===== config.mk =====
export PLATFORM = sky130hd
export DESIGN_NAME = branch_redirect_unit
export DESIGN_NICKNAME = d
export VERILOG_FILES = /design/src/rtl/branch_redirect_unit.sv
export SDC_FILE = /design/constraint.sdc
export NUM_CORES = 1
export LEC_CHECK = 0
export CELL_PAD_IN_SITES_DETAIL_PLACEMENT = 1
export CELL_PAD_IN_SITES_GLOBAL_PLACEMENT = 1
export CORE_MARGIN = 10
export CORE_UTILIZATION = 39
export DETAILED_ROUTE_END_ITERATION = 10
export PLACE_DENSITY = 0.84
export SETUP_SLACK_MARGIN = 0.02
export SKIP_LAST_GASP = 1
export SYNTH_ARGS = -nofsm -noshare
export SYNTH_HDL_FRONTEND = slang
export SYNTH_SLANG_ARGS = --single-unit

===== constraint.sdc =====
create_clock -name clk_i -period 5.6 [get_ports clk_i]
set_clock_uncertainty 0.15 [all_clocks]
set_input_delay 1.68 -clock clk_i [delete_from_list [all_inputs] [get_ports clk_i]]
set_output_delay 1.68 -clock clk_i [all_outputs]
set_load 0.02 [all_outputs]

===== src/rtl/branch_redirect_unit.sv =====
// Resolves EX-stage branches and jumps, owns the fetch PC, and raises the pipeline flush.
// It also keeps branch and taken-transfer event counters for performance debug.
module branch_redirect_unit #(
  parameter logic [31:0] RESET_PC = 32'h0000_0000,
  parameter int          CNT_W    = 32
) (
  input  logic             clk_i,
  input  logic             rst_i,
  input  logic             stall_i,
  input  logic             ex_valid_i,
  input  logic             ex_is_br_i,
  input  logic             ex_is_jal_i,
  input  logic             ex_is_jalr_i,
  input  logic [2:0]       ex_funct3_i,
  input  logic [31:0]      ex_pc_i,
  input  logic [31:0]      ex_imm_i,
  input  logic [31:0]      ex_rs1_i,
  input  logic             br_less_i,
  input  logic             br_equal_i,
  output logic             br_unsign_o,
  output logic [31:0]      pc_o,
  output logic [31:0]      pc_plus4_o,
  output logic             flush_o,
  output logic             taken_o,
  output logic             misalign_o,
  output logic             illegal_br_o,
  output logic [CNT_W-1:0] br_cnt_o,
  output logic [CNT_W-1:0] taken_cnt_o
);

  logic        is_jalr;
  logic        is_jal;
  logic        is_br;
  logic        br_illegal;
  logic        cond;
  logic        taken;
  logic        redirect;
  logic        misalign_now;
  logic [31:0] target;

  // Flag priority: JALR over JAL over conditional branch
  assign is_jalr    = ex_valid_i & ex_is_jalr_i;
  assign is_jal     = ex_valid_i & ex_is_jal_i & ~ex_is_jalr_i;
  assign is_br      = ex_valid_i & ex_is_br_i & ~ex_is_jal_i & ~ex_is_jalr_i;
  assign br_illegal = is_br & (ex_funct3_i[2:1] == 2'b01);

  assign br_unsign_o = ex_funct3_i[1];

  always_comb begin
    cond = 1'b0;
    case (ex_funct3_i)
      3'b000:  cond = br_equal_i;
      3'b001:  cond = ~br_equal_i;
      3'b100,
      3'b110:  cond = br_less_i;
      3'b101,
      3'b111:  cond = ~br_less_i;
      default: cond = 1'b0;
    endcase
  end

  always_comb begin
    target = ex_pc_i + ex_imm_i;
    if (is_jalr) target = (ex_rs1_i + ex_imm_i) & ~32'h1;
  end

  assign taken        = is_jalr | is_jal | (is_br & cond);
  assign misalign_now = taken & target[1];
  assign redirect     = taken & ~target[1];

  assign taken_o    = taken;
  assign flush_o    = redirect;
  assign pc_plus4_o = pc_o + 32'd4;

  always_ff @(posedge clk_i or posedge rst_i) begin
    if (rst_i) begin
      pc_o         <= RESET_PC;
      misalign_o   <= 1'b0;
      illegal_br_o <= 1'b0;
      br_cnt_o     <= '0;
      taken_cnt_o  <= '0;
    end else begin
      if (redirect)     pc_o <= target;
      else if (!stall_i) pc_o <= pc_plus4_o;
      misalign_o   <= misalign_now;
      illegal_br_o <= br_illegal;
      // Counters track resolved events, independent of fetch stalls
      if (is_br && !br_illegal) br_cnt_o <= br_cnt_o + CNT_W'(1);
      if (taken)                taken_cnt_o <= taken_cnt_o + CNT_W'(1);
    end
  end

endmodule


---- Word level (Yosys, flattened, before mapping) ----
Index checks and enable logic that the tools add are counted.
cells by class
  add/sub/neg operators ................... 5
  equal/unequal tests ..................... 7
  muxes and demuxes ....................... 4
  bitwise logic cells ..................... 17
  reduce and logical (&&, ||, !) cells .... 5
operator list
  cell                   number
  $mux 32                3
  $add 32x1->32 const B  2
  $add 32x32->32         2
  $add 32x3->32 const B  1
  $eq 3x3->1 const B     4
  $and 1x1->1            10
  $not 1->1              5
  $pmux 1 s4             1
  $reduce_or 2->1        2
  $eq 3x1->1 const B     1
  $logic_not 3->1        1
  $eq 2x1->1 const B     1
  $ne 2x1->1 const B     1
  $or 1x1->1             2
  $logic_and 1x1->1      1
  $logic_not 1->1        1
storage, ports and cells
  flip-flop bits (word level) ............. 98
  bits of input ports ..................... 108
  output and inout bits ................... 133
  logic and storage cells ................. 43

---- Depth between registers and ports, before layout ----
Gate-level depths: netlist of the first run.
  depth after elaboration ................. 7
  mapped depth ............................ 11

---- Worst setup path before layout of the first run ----
OpenSTA, ideal clock, no wires.
  kind .................................... input to output
  start ................................... in ex_pc_i[0]
  end ..................................... out flush_o
  arrival ................................. 3.093 ns
  required time ........................... 3.770 ns
  setup slack ............................. 0.677 ns
  stages .................................. 6
  path through ............................ ha_1 > fa_1 > mux2i_1 > nand2_1 > clkinv_1 > clkbuf_1
between the ends
  cells in the longest elaborated chain, start to end .. 4
ends and longest elaborated chain
  element             RTL line  source
  start: declaration  15        input logic [31:0] ex_pc_i,
  $add 32x32->32      63        target = ex_pc_i + ex_imm_i;
  $mux 32             64        if (is_jalr) target = (ex_rs1_i + ex_imm_i) & ~32'h1;
  $not 1->1           69        assign redirect = taken & ~target[1];
  $and 1x1->1         69
  end: declaration    23        output logic flush_o,
Every way passes these cells.

---- Worst setup path in the final report of the first run ----
  start ................................... in ex_imm_i[0]
  end ..................................... out flush_o
between the ends
  cells in the longest elaborated chain, start to end .. 4
ends and longest elaborated chain
  element                                   RTL line  source
  start: declaration                        16        input logic [31:0] ex_imm_i,
  $add 32x32->32, on equally long branches  63, 64
  $mux 32 (*)                               64
  $not 1->1 (*)                             69
  $and 1x1->1 (*)                           69
Mark *: on every way between the ends. The rest lies on a longest branch, timed or not.

==> metrics.md, run 1 <==
| Metric | Value |
|---|---|
| Final hold vios | 0 |
| WS Path Type | in -> out |
| Min Tclk post-route | 5400 ps |
| Port Buffer Count | 240 |
| All-Layer GR Usage | 21.3% |
| Syn avg cell area | between 8 and 9 µm² |
| Syn Nets | around 1200 |
| N_diodes | 0 |
| Tcrit/Tclk final | about 96% |
| DRC viols | 0 |
| Drt total wl | between 30000 and 40000 µm |
| Yosys warnings | 0 |
| Register area share after synthesis | between 20% and 30% |
| Pre-Repair DR Iteration Count | 4 |
| FMAX | about 190 MHz |
| Clk sinks | 98 |
| DR WL/cell | 20.6 µm |
| Vias | between 8000 and 9000 |
| CTS Buf Count | 9 |
| H-Tree Depth | 3 |
| Initial antenna violation count | 0 |
| Post-CTS Repair Setup Buffers | 0 |
| Layout cell share with drive strength beyond 1 | between 4 and 5% |
| Endpoint class of the critical path | primary output |
| Final setup fails | 0 |
| Hold crit path type | reg -> reg |
| Startpoint types | primary input |
| Layout fillers | approximately 2500 |
| Slew margin rel. | between 30% and 40% |
| Die height | between 150 and 200 µm |
| Largest net degree at the start of global routing | between 40 and 50 |
| Crit path DAT | 3570 ps |
| IO Pins | around 240 |
| Yosys reg bits | 98 |
| Commonest non-fill, non-tap cells in the layout | clkdlybuf4s50_1, xnor2_1, nand2_1 |
| Antenna viol nets, final | 0 |
| Max clock buf depth | 2 |
| Power per Cell Area | 309 nW/µm² |
| Outcome | finished clean |
| CTS clk-pin slew, worst paths | 80 ps |
| Total gr overflow | 0 |
| Die width | between 150 and 200 µm |
| Starting Density | 39.9% |
| Commonest non-fill, non-tap cell in the layout | clkdlybuf4s50_1 |
| Post-synth EDFFs | 0 |
| Final hold slack | around 350 ps |
| Worst EP required | around 3800 ps |
| Crit path cell chain | clkdlybuf4s50_1 -> ha_1 -> fa_1 -> mux2i_1 -> nand2_1 -> clkinv_1 -> dlygate4sd2_1 |
| Worst slew pin tran | 930 ps |
| First-pass GRT wire length | between 40000 and 50000 µm |
| Clock Latency Late Sink | 350 ps |
| Cell count after synthesis | ~1000 |
| Largest stage delay, worst path | 510 ps |
| Number of global-route vias before repair | between 8000 and 9000 |
| Gpl congestion | between 0.8 and 0.9 |
| Post-synth ARST share | 100% |
| Hold Crit Depth | 1 |
| Pins Over Slew Limit | 0 |
| Layout area overhead | 35.6% |
| Yosys cell types | between 70 and 80 |
| Drt initial violations | 468 |
| CP max stage cell | clkdlybuf4s50_1 |
| RSZ-0062 raised after global routing | false |
| Max Fanout on Critical Path | 4 |
| Root buffer cell | clkbuf_16 |
| Leakage Power | 4.77 nW |
| Worst r2r path cells | 9 |
| Nets | 1400 |
| TritonCTS clock tree | yes |
| Die ar. | between 20000 and 30000 µm² |
| CORE AREA | 21200 µm² |
| Power after layout | 3.53 mW |
| DP Wirelength | 25800 µm |
| Vias/cell | 5.58 |
| Area of the mapped netlist | about 8400 µm² |
| Top_reg_cell synth | dfrtp_1 |
| Max VDD drop | about 0.14 mV |
| Number of maximum-capacitance violations | 0 |
| Row Count | between 50 and 60 |
-- critical path: cells and delay by family --
family | cells | cell delay, ps
buf+inv | 3 | 950
fa+ha+maj | 2 | 630
mux | 1 | 200
simple gates | 1 | 110
-- cells by family (layout without fill, tap and decap cells) --
logic type | after synthesis | after routing | synth area share, %
buffers and inverters | 62 | 296 | 2.98
adder cells (fa/ha/maj) | 66 | 66 | 9.97
AND/OR/NAND/NOR | 353 | 353 | 21.0
flip-flops | 98 | 98 | 29.1
XOR/XNOR | 173 | 173 | 18.0
AO/OA/AOI/OAI | 241 | 241 | 18.5
multiplexers | 4 | 4 | 0.490
-- Yosys cell counts (all sizes together), types with 9 or more instances --
library cell / count / area (µm²)
xnor2: 113 / 990
nand2: 100 / 378
dfrtp: 98 / 2450
nor2: 77 / 299
a21oi: 68 / 340
ha: 64 / 801
xor2: 60 / 526
nand3: 48 / 250
o21ai: 45 / 240
a21o: 32 / 240
nand4: 32 / 200
inv: 27 / 101
clkbuf: 26 / 100
nor3: 25 / 140
and3: 21 / 131
a211oi: 13 / 97.6
a31oi: 12 / 75.1
o22ai: 11 / 68.8
o211ai: 10 / 75.1
and2: 9 / 56.3
-- sequential cells by signal, summed over array words and instances (netlist names) --
signal / flops
br_cnt_o: 32
illegal_br_o: 1
misalign_o: 1
pc_o: 32
taken_cnt_o: 32
-- worst paths after layout --
path | startpoint | to | slack, ps
max | ex_imm_i[0] | flush_o | 200
min | taken_cnt_o[18] | taken_cnt_o[18] | 350
max reg2reg | pc_o[9] | pc_o[29] | 2590
min reg2reg | taken_cnt_o[18] | taken_cnt_o[18] | 350
max in group asynchronous | rst_i | pc_o[20] | 2840
min in group asynchronous | rst_i | br_cnt_o[26] | 1510
-- routing by layer --
metal	part of all wire [%]	vias up	global-route usage, %
li1	-	4035	-
met3	4.9	35	2.73
met5	0	-	0
met1	45	4078	27.4
met4	2.3	0	6.30
met2	48	252	36.4
-- stage by stage --
stage | cell area, µm² | TNS (ps) | setup slack [ps] | utilization (%) | instances
3_3_place_gp | 11100 | -18.7 | -18.7 | 52.6 | 1490
5_1_grt | 11400 | 0 | 116 | 54.0 | 1506
6_report | 11400 | 0 | 199 | 54.0 | 1506
3_5_place_dp | 11100 | -71.5 | -71.5 | 52.6 | 1490
2_1_floorplan | 8430 | 0 | 677 | - | 997
4_1_cts | 11400 | 0 | 191 | 54.0 | 1506
-- area by class of cell --
type                       count  area [µm²]  area share, %
timing repair buffer         252        2490           21.8
clock buffer                   9         225           1.97
tap                          275         344           3.01
sequential                    98        2450           21.5
clock inverter                 7        82.6          0.723
multi-input combinational    837        5730           50.1
inverter                      28         108          0.942
-- where the power goes --
part	internal, mW	switching (mW)
clock network	0.355	0.299
logic	0.845	0.970
registers	0.836	0.221
-- timing repair --
action	4_1_cts	5_1_grt
gates resized for setup	2	0
hold buffers	0	0
endpoints found under the setup margin	2	0
Power figures use the tool's default switching activity.
==> run 2, diff against run 1 <==
--- a/config.mk
+++ b/config.mk
@@ -7,7 +7,7 @@
 export LEC_CHECK = 0
 export CELL_PAD_IN_SITES_DETAIL_PLACEMENT = 1
 export CELL_PAD_IN_SITES_GLOBAL_PLACEMENT = 1
-export CORE_MARGIN = 10
+export CORE_MARGIN = 2
 export CORE_UTILIZATION = 39
 export DETAILED_ROUTE_END_ITERATION = 10
 export PLACE_DENSITY = 0.84
==> metrics.md, run 2 (same netlist as run 1, synthesis figures left out) <==
| Metric | Value |
|---|---|
| DRC viols | 0 (unchanged) |
| Clock Latency Late Sink | 350 ps (about the same) |
| Drt initial violations | 353 (-25%) |
| Layout cell share with drive strength beyond 1 | 4.07% (-0.078 points) |
| Endpoint class of the critical path | primary output |
| First-pass GRT wire length | 45000 µm (-8.9%) |
| Slew margin rel. | 39.0% (+1.2 points) |
| Drt total wl | 28400 µm (-8.5%) |
| Clock Power Share | 17.8% (-0.8 points) |
| Tcrit/Tclk final | 95.3% (-1.2 points) |
| Worst r2r path cells | 9 (unchanged) |
| Hold Crit Depth | 1 (unchanged) |
| Hold endpoint | br_cnt_o[31] |
| FMAX | 187 MHz (+1.2%) |
| Max clock buf depth | 2 (unchanged) |
| Nets | 1399 (-0.071%) |
| Number of maximum-capacitance violations | 0 (unchanged) |
| Storage cell area | 2450 µm² (unchanged) |
| TritonCTS clock tree | yes |
| CP delay by family, top | buffers and inverters |
| Initial antenna violation count | 0 (unchanged) |
| Clk sinks | 98 (unchanged) |
| All-Layer GR Usage | 24.9% (+3.6 points) |
| Largest stage delay, worst path | 470 ps (-40 ps) |
| Reg-to-Reg Start | pc_o[9] |
| Cell area after layout | 11400 µm² (-0.15%) |
| Final setup fails | 0 (unchanged) |
| Post-CTS Hold Buffers | 0 (unchanged) |
| Row Count | 53 (unchanged) |
| Pins Over Slew Limit | 0 (unchanged) |
| Min Tclk post-route | 5340 ps (-65.7 ps) |
| Max VDD drop | 0.153 mV (+11%) |
| Largest net degree at the start of global routing | 56 (+14%) |
| Min-delay src | br_cnt_o[31] |
| Outcome | finished clean |
| Die width | 151 µm (-9.6%) |
| Internal Pwr Total | 2.00 mW (-1.5%) |
| Final hold slack | 329 ps (-16.8 ps) |
| N_diodes | 0 (unchanged) |
| RSZ-0062 raised after global routing | false |
| Antenna viol nets, final | 0 (unchanged) |
| Switching share of power | 42.3% (+0.080 points) |
| CTS Buf Count | 9 (unchanged) |
| Startpoint types | primary input |
| Final hold vios | 0 (unchanged) |
| IO Pins | 241 (unchanged) |
| Leakage Power | 4.77 nW (about the same) |
| DP Area | 11100 µm² (about the same) |
| Largest regs | br_cnt_o x32, pc_o x32, taken_cnt_o x32 |
| DR WL/cell | 18.9 µm (-8.4%) |
| Area occupied by multi-input gates | 5730 µm² (unchanged) |
| Hold crit path type | reg -> reg |
| NetSw | 1.47 mW (-1.2%) |
| Gpl congestion | 0.896 (-0.29%) |
| Starting Density | 40.0% (+0.13 points) |
| Layout area overhead | 35.4% |
| Reg2Reg Setup Slack | 2570 ps (-20 ps) |
| Max Fanout on Critical Path | 3 (-1) |
| Sequential Power Share | 30.5% (+0.5 points) |
| Crit path DAT | 3510 ps (-60 ps) |
| DP Wirelength | 23700 µm (-8.4%) |
| Commonest non-fill, non-tap cell in the layout | clkdlybuf4s50_1 |
| Commonest non-fill, non-tap cells in the layout | clkdlybuf4s50_1, xnor2_1, nand2_1 |
| Power per Cell Area | 305 nW/µm² (-1.2%) |
| Critical path buffer and inverter count | 3 (unchanged) |
| Pre-Repair DR Iteration Count | 5 (+1) |
| Reg-to-reg endpoint | pc_o[29] |
| CTS clk-pin slew, worst paths | 70 ps (about the same) |
| Comb pwr share | 51.7% (+0.2 points) |
| Die height | 151 µm (-9.6%) |
| Worst slew pin tran | 912 ps (-18.0 ps) |
| CP max stage cell | fa_1 |
| Vias/cell | 5.53 (-0.83%) |
| Root buffer cell | clkbuf_16 |
| Layout fillers | 2490 (-0.95%) |
| Port Buffer Count | 240 (unchanged) |
| WS Path Type | in -> out |
| H-Tree Depth | 3 (unchanged) |
| Vias | 8325 (-0.89%) |
| Setup TNS after final layout | 0 ps (unchanged) |
| CORE AREA | 21100 µm² (-0.31%) |
| Die ar. | 22800 µm² (-18%) |
| Worst EP required | 3770 ps (about the same) |
| Crit path cell chain | clkdlybuf4s50_1 -> and2_1 -> fa_1 -> mux2i_1 -> nand2_1 -> clkinv_1 -> dlygate4sd2_1 |
| Number of global-route vias before repair | 8527 (-4.5%) |
| Total gr overflow | 0 (unchanged) |
==> run 2: cell types whose count changed in the layout (fill, tap and decap cells not counted) <==
cell	change
buf_4	-1
clkinv_4	+2
clkinvlp_4	-2
dlygate4sd2_1	-1
bufinv_16	-1
clkbuf_8	+1
dlymetal6s2s_1	+1
==> run 2: final cells by class <==
class / instances / share of cell area (%)
multi-input combinational: 837 / 50.2
timing repair buffer: 251 / 21.8
sequential: 98 / 21.5
tap: 275 / 3.02
clock buffer: 10 / 2.09
inverter: 28 / 0.943
clock inverter: 6 / 0.482
==> run 2: how the worst max path moves through the flow <==
stage               endpoint  cells past startpoint  slack [ps]    startpoint
floorplan            flush_o                      6         680    ex_pc_i[0]
global placement     flush_o                      7          30   ex_imm_i[0]
detailed placement   flush_o                      7          -8   ex_imm_i[0]
CTS                  taken_o                      6         100  ex_is_jalr_i
global route         flush_o                      7         120   ex_imm_i[0]
finish               flush_o                      7         260   ex_imm_i[0]
==> run 2: per-layer routing <==
metal	track usage (%)	wire length, µm	vias up
met2	43.9	13700	225
li1	-	-	4039
met1	32.8	13000	4030
met5	0	0	-
met3	2.59	1180	31
met4	5.89	496	0
==> run 2: per-stage QoR <==
| stage | cells | util, % | setup slack (ps) | power, mW |
|---|---|---|---|---|
| finish | 1505 | 54.1 | 265 | 3.48 |
| floorplan | 997 | - | 677 | 2.02 |
| global route | 1505 | 54.1 | 122 | 3.67 |
| global placement | 1489 | 52.7 | 34.4 | 2.82 |
| CTS | 1505 | 54.1 | 96.0 | 3.49 |
| detailed placement | 1489 | 52.7 | -7.92 | 2.86 |
==> run 2: repair_timing <==
action	CTS	global route
resized for setup	1	1
setup buffers	0	0
endpoints found under the setup margin	1	1
cloned	0	0
==> run 2: power by group through the flow <==
stage               clock (mW)  sequential [mW]  combinational (mW)
floorplan                    0             1.16               0.863
finish                   0.620             1.06                1.80
global placement             0             1.06                1.76
detailed placement           0             1.07                1.79
CTS                      0.631             1.06                1.80
global route             0.660             1.08                1.93
==> run 3, diff against run 2 <==
--- a/config.mk
+++ b/config.mk
@@ -5,10 +5,12 @@
 export SDC_FILE = /design/constraint.sdc
 export NUM_CORES = 1
 export LEC_CHECK = 0
+export ABC_AREA = 1
+export CAP_MARGIN = 20
 export CELL_PAD_IN_SITES_DETAIL_PLACEMENT = 1
 export CELL_PAD_IN_SITES_GLOBAL_PLACEMENT = 1
 export CORE_MARGIN = 2
-export CORE_UTILIZATION = 39
+export CORE_UTILIZATION = 38
 export DETAILED_ROUTE_END_ITERATION = 10
 export PLACE_DENSITY = 0.84
 export SETUP_SLACK_MARGIN = 0.02
==> metrics.md, run 3 <==
| Metric | Value |
|---|---|
| Worst slew pin tran | 678 ps (-234 ps) |
| Post-CTS Repair Setup Buffers | 0 (unchanged) |
| Gpl congestion | 0.929 (+3.7%) |
| Post-synth top area share | 23.5% (-5.6 points) |
| Layout cell share with drive strength beyond 1 | 3.07% (-0.99 points) |
| Hold endpoint | br_cnt_o[31] |
| Reg2Reg Setup Slack | 3210 ps (+640 ps) |
| Layout area overhead | 30.0% |
| Largest net degree at the start of global routing | 55 (-1.8%) |
| First-pass GRT wire length | 66900 µm (+49%) |
| Count leader, synth | nand2_1 |
| Final hold vios | 0 (unchanged) |
| Clock Latency Late Sink | 370 ps (+20 ps) |
| Hold Crit Depth | 1 (unchanged) |
| Sequential Power Share | 28.6% (-1.9 points) |
| Vias | 12100 (+45%) |
| DP Wirelength | 35800 µm (+51%) |
| Area leader, netlist | dfrtp_1 |
| Post-place setup slack | -232 ps (-224 ps) |
| Starting Density | 38.7% (-1.3 points) |
| Internal Pwr Total | 1.92 mW (-4.5%) |
| Die height | 170 µm (+12%) |
| Initial antenna violation count | 0 (unchanged) |
| Cell area after layout | 13500 µm² (+19%) |
| Worst EP required | 3770 ps (about the same) |
| Slew margin rel. | 54.3% (+15 points) |
| WS Path Type | in -> out |
| Clock Power Share | 19.4% (+1.6 points) |
| Register area share after synthesis | 23.5% (-5.6 points) |
| Area of the mapped netlist | 10400 µm² (+24%) |
| Top_reg_cell synth | dfrtp_1 |
| All-Layer GR Usage | 29.6% (+4.7 points) |
| FMAX | 185 MHz (-1.5%) |
| Hold crit path type | reg -> reg |
| Comb pwr share | 52.0% (+0.3 points) |
| Largest regs | br_cnt_o x32, pc_o x32, taken_cnt_o x32 |
| Nets | 2154 (+54%) |
| Final setup fails | 0 (unchanged) |
| Max clock buf depth | 2 (unchanged) |
| DP Area | 13200 µm² (+19%) |
| Commonest non-fill, non-tap cell in the layout | nand2_1 |
| CP max stage cell | clkdlybuf4s50_1 |
| DRC viols | 0 (unchanged) |
| Min Tclk post-route | 5420 ps (+80.9 ps) |
| Yosys warnings | 0 (unchanged) |
| Yosys cell types | 44 (-41%) |
| Number of maximum-capacitance violations | 0 (unchanged) |
| Drt initial violations | 765 (+120%) |
| Crit path DAT | 3590 ps (+80 ps) |
| Vias/cell | 5.21 (-5.9%) |
| Final setup margin | 184 ps (-80.9 ps) |
| Leakage Power | 7.03 nW (+47%) |
| TritonCTS clock tree | yes |
| Max Fanout on Critical Path | 2 (-1) |
| Startpoint types | primary input |
| Die width | 170 µm (+12%) |
| NetSw | 1.58 mW (+7.6%) |
| Top cells by area, synth | dfrtp_1, nand2_1, inv_1 |
| Syn Nets | 1908 (+63%) |
| Drt total wl | 42200 µm (+48%) |
| Outcome | finished clean |
| Total gr overflow | 0 (unchanged) |
| Pre-Repair DR Iteration Count | 5 (unchanged) |
| Min-delay src | br_cnt_o[31] |
| Setup TNS after final layout | 0 ps (unchanged) |
| Port Buffer Count | 240 (unchanged) |
| Post-synth ARST share | 100% (unchanged) |
| Row Count | 60 (+13%) |
| Root buffer cell | clkbuf_16 |
| Endpoint class of the critical path | primary output |
| Antenna viol nets, final | 0 (unchanged) |
| Cell count after synthesis | 1734 (+74%) |
| Clk sinks | 98 (unchanged) |
| Syn avg cell area | 6.01 µm² (-29%) |
| Crit path cell chain | clkdlybuf4s50_1 -> ha_1 -> fa_1 -> or2_1 -> o21ai_2 -> nand2_4 -> inv_2 -> clkbuf_2 |
| Critical path buffer and inverter count | 3 (unchanged) |
| Largest stage delay, worst path | 510 ps (+40 ps) |
| CP delay by family, top | buffers and inverters |
| Top cells by count, synth | nand2_1, inv_1, nor2_1 |
| Worst r2r path cells | 11 (+2) |
| Reg-to-Reg Start | taken_cnt_o[1] |
| Reg-to-reg endpoint | taken_cnt_o[22] |
| N_diodes | 0 (unchanged) |
| DR WL/cell | 18.1 µm (-4.0%) |
| CORE AREA | 27000 µm² (+28%) |
| H-Tree Depth | 3 (unchanged) |
| Switching share of power | 45.3% (+2.9 points) |
| Post-synth EDFFs | 0 (unchanged) |
| RSZ-0062 raised after global routing | false |
| Yosys reg bits | 98 (unchanged) |
| Number of global-route vias before repair | 12500 (+47%) |
| Die ar. | 28800 µm² (+26%) |
| CTS Buf Count | 9 (unchanged) |
| Power per Cell Area | 258 nW/µm² (-15%) |
| IO Pins | 241 (unchanged) |
| Tcrit/Tclk final | 96.7% (+1.4 points) |
| Commonest non-fill, non-tap cells in the layout | nand2_1, inv_1, clkdlybuf4s50_1 |
| Pins Over Slew Limit | 0 (unchanged) |
| Max VDD drop | 0.178 mV (+17%) |
| CTS clk-pin slew, worst paths | 70 ps (about the same) |
==> run 3: how the worst max path moves through the flow <==
stage / cells past startpoint / slack (ps) / end / startpoint
2_1_floorplan: 8 / 690 / flush_o / ex_pc_i[0]
6_report: 8 / 180 / flush_o / ex_imm_i[0]
4_1_cts: 8 / 20 / flush_o / ex_imm_i[0]
3_3_place_gp: 8 / -190 / flush_o / ex_imm_i[0]
3_5_place_dp: 8 / -230 / flush_o / ex_imm_i[0]
5_1_grt: 8 / 120 / flush_o / ex_imm_i[0]
==> run 3: logic make-up (layout without fill, tap and decap cells) <==
family                     count (synthesis)  after routing  share of synthesized area, %
xor gates and xnor gates                  96             96                          8.07
adders and majority gates                 66             66                          8.07
DFF                                       98             98                          23.5
buffers and inverters                    299            550                          11.2
AOI/OAI and AO/OA                        124            124                          6.45
and+or+nand+nor                         1051           1051                          42.7
==> run 3: power by group through the flow <==
| stage | logic [mW] | clock network (mW) | registers, mW |
|---|---|---|---|
| final | 1.82 | 0.678 | 1.00 |
| after global routing | 1.97 | 0.717 | 1.02 |
| after CTS | 1.82 | 0.691 | 1.00 |
| after detailed placement | 1.81 | 0 | 1.01 |
| after global placement | 1.77 | 0 | 1.01 |
| after floorplan | 0.849 | 0 | 1.11 |
==> run 3: metal layers <==
layer,global-route usage [%],wire [µm],up-vias
li1,-,-,5932
met1,37.3,18800,5811
met2,53.0,20500,298
met3,3.15,1780,70
met4,9.36,1170,0
met5,0,0,-
==> run 3: timing repair <==
item	4_1_cts	5_1_grt
gates resized for setup	1	2
setup endpoints to repair	1	1
hold buffers	0	0
==> run 3: metrics by stage <==
step / cells / utilization (%) / total power [mW] / hold WS [ps]
2_1_floorplan: 1734 / - / 1.96 / 428
3_3_place_gp: 2310 / 49.1 / 2.77 / 310
3_5_place_dp: 2310 / 49.1 / 2.82 / 317
4_1_cts: 2326 / 50.3 / 3.51 / 327
5_1_grt: 2326 / 50.3 / 3.71 / 360
6_report: 2326 / 50.3 / 3.50 / 323
==> run 3: area by class of cell <==
| type | count | area [µm²] |
|---|---|---|
| clock buffer | 9 | 225 |
| clock inverter | 7 | 90.1 |
| fill | 3714 | 13400 |
| inverter | 281 | 1060 |
| multi-input combinational | 1337 | 6800 |
| sequential | 98 | 2450 |
| tap | 341 | 427 |
| timing repair buffer | 253 | 2490 |
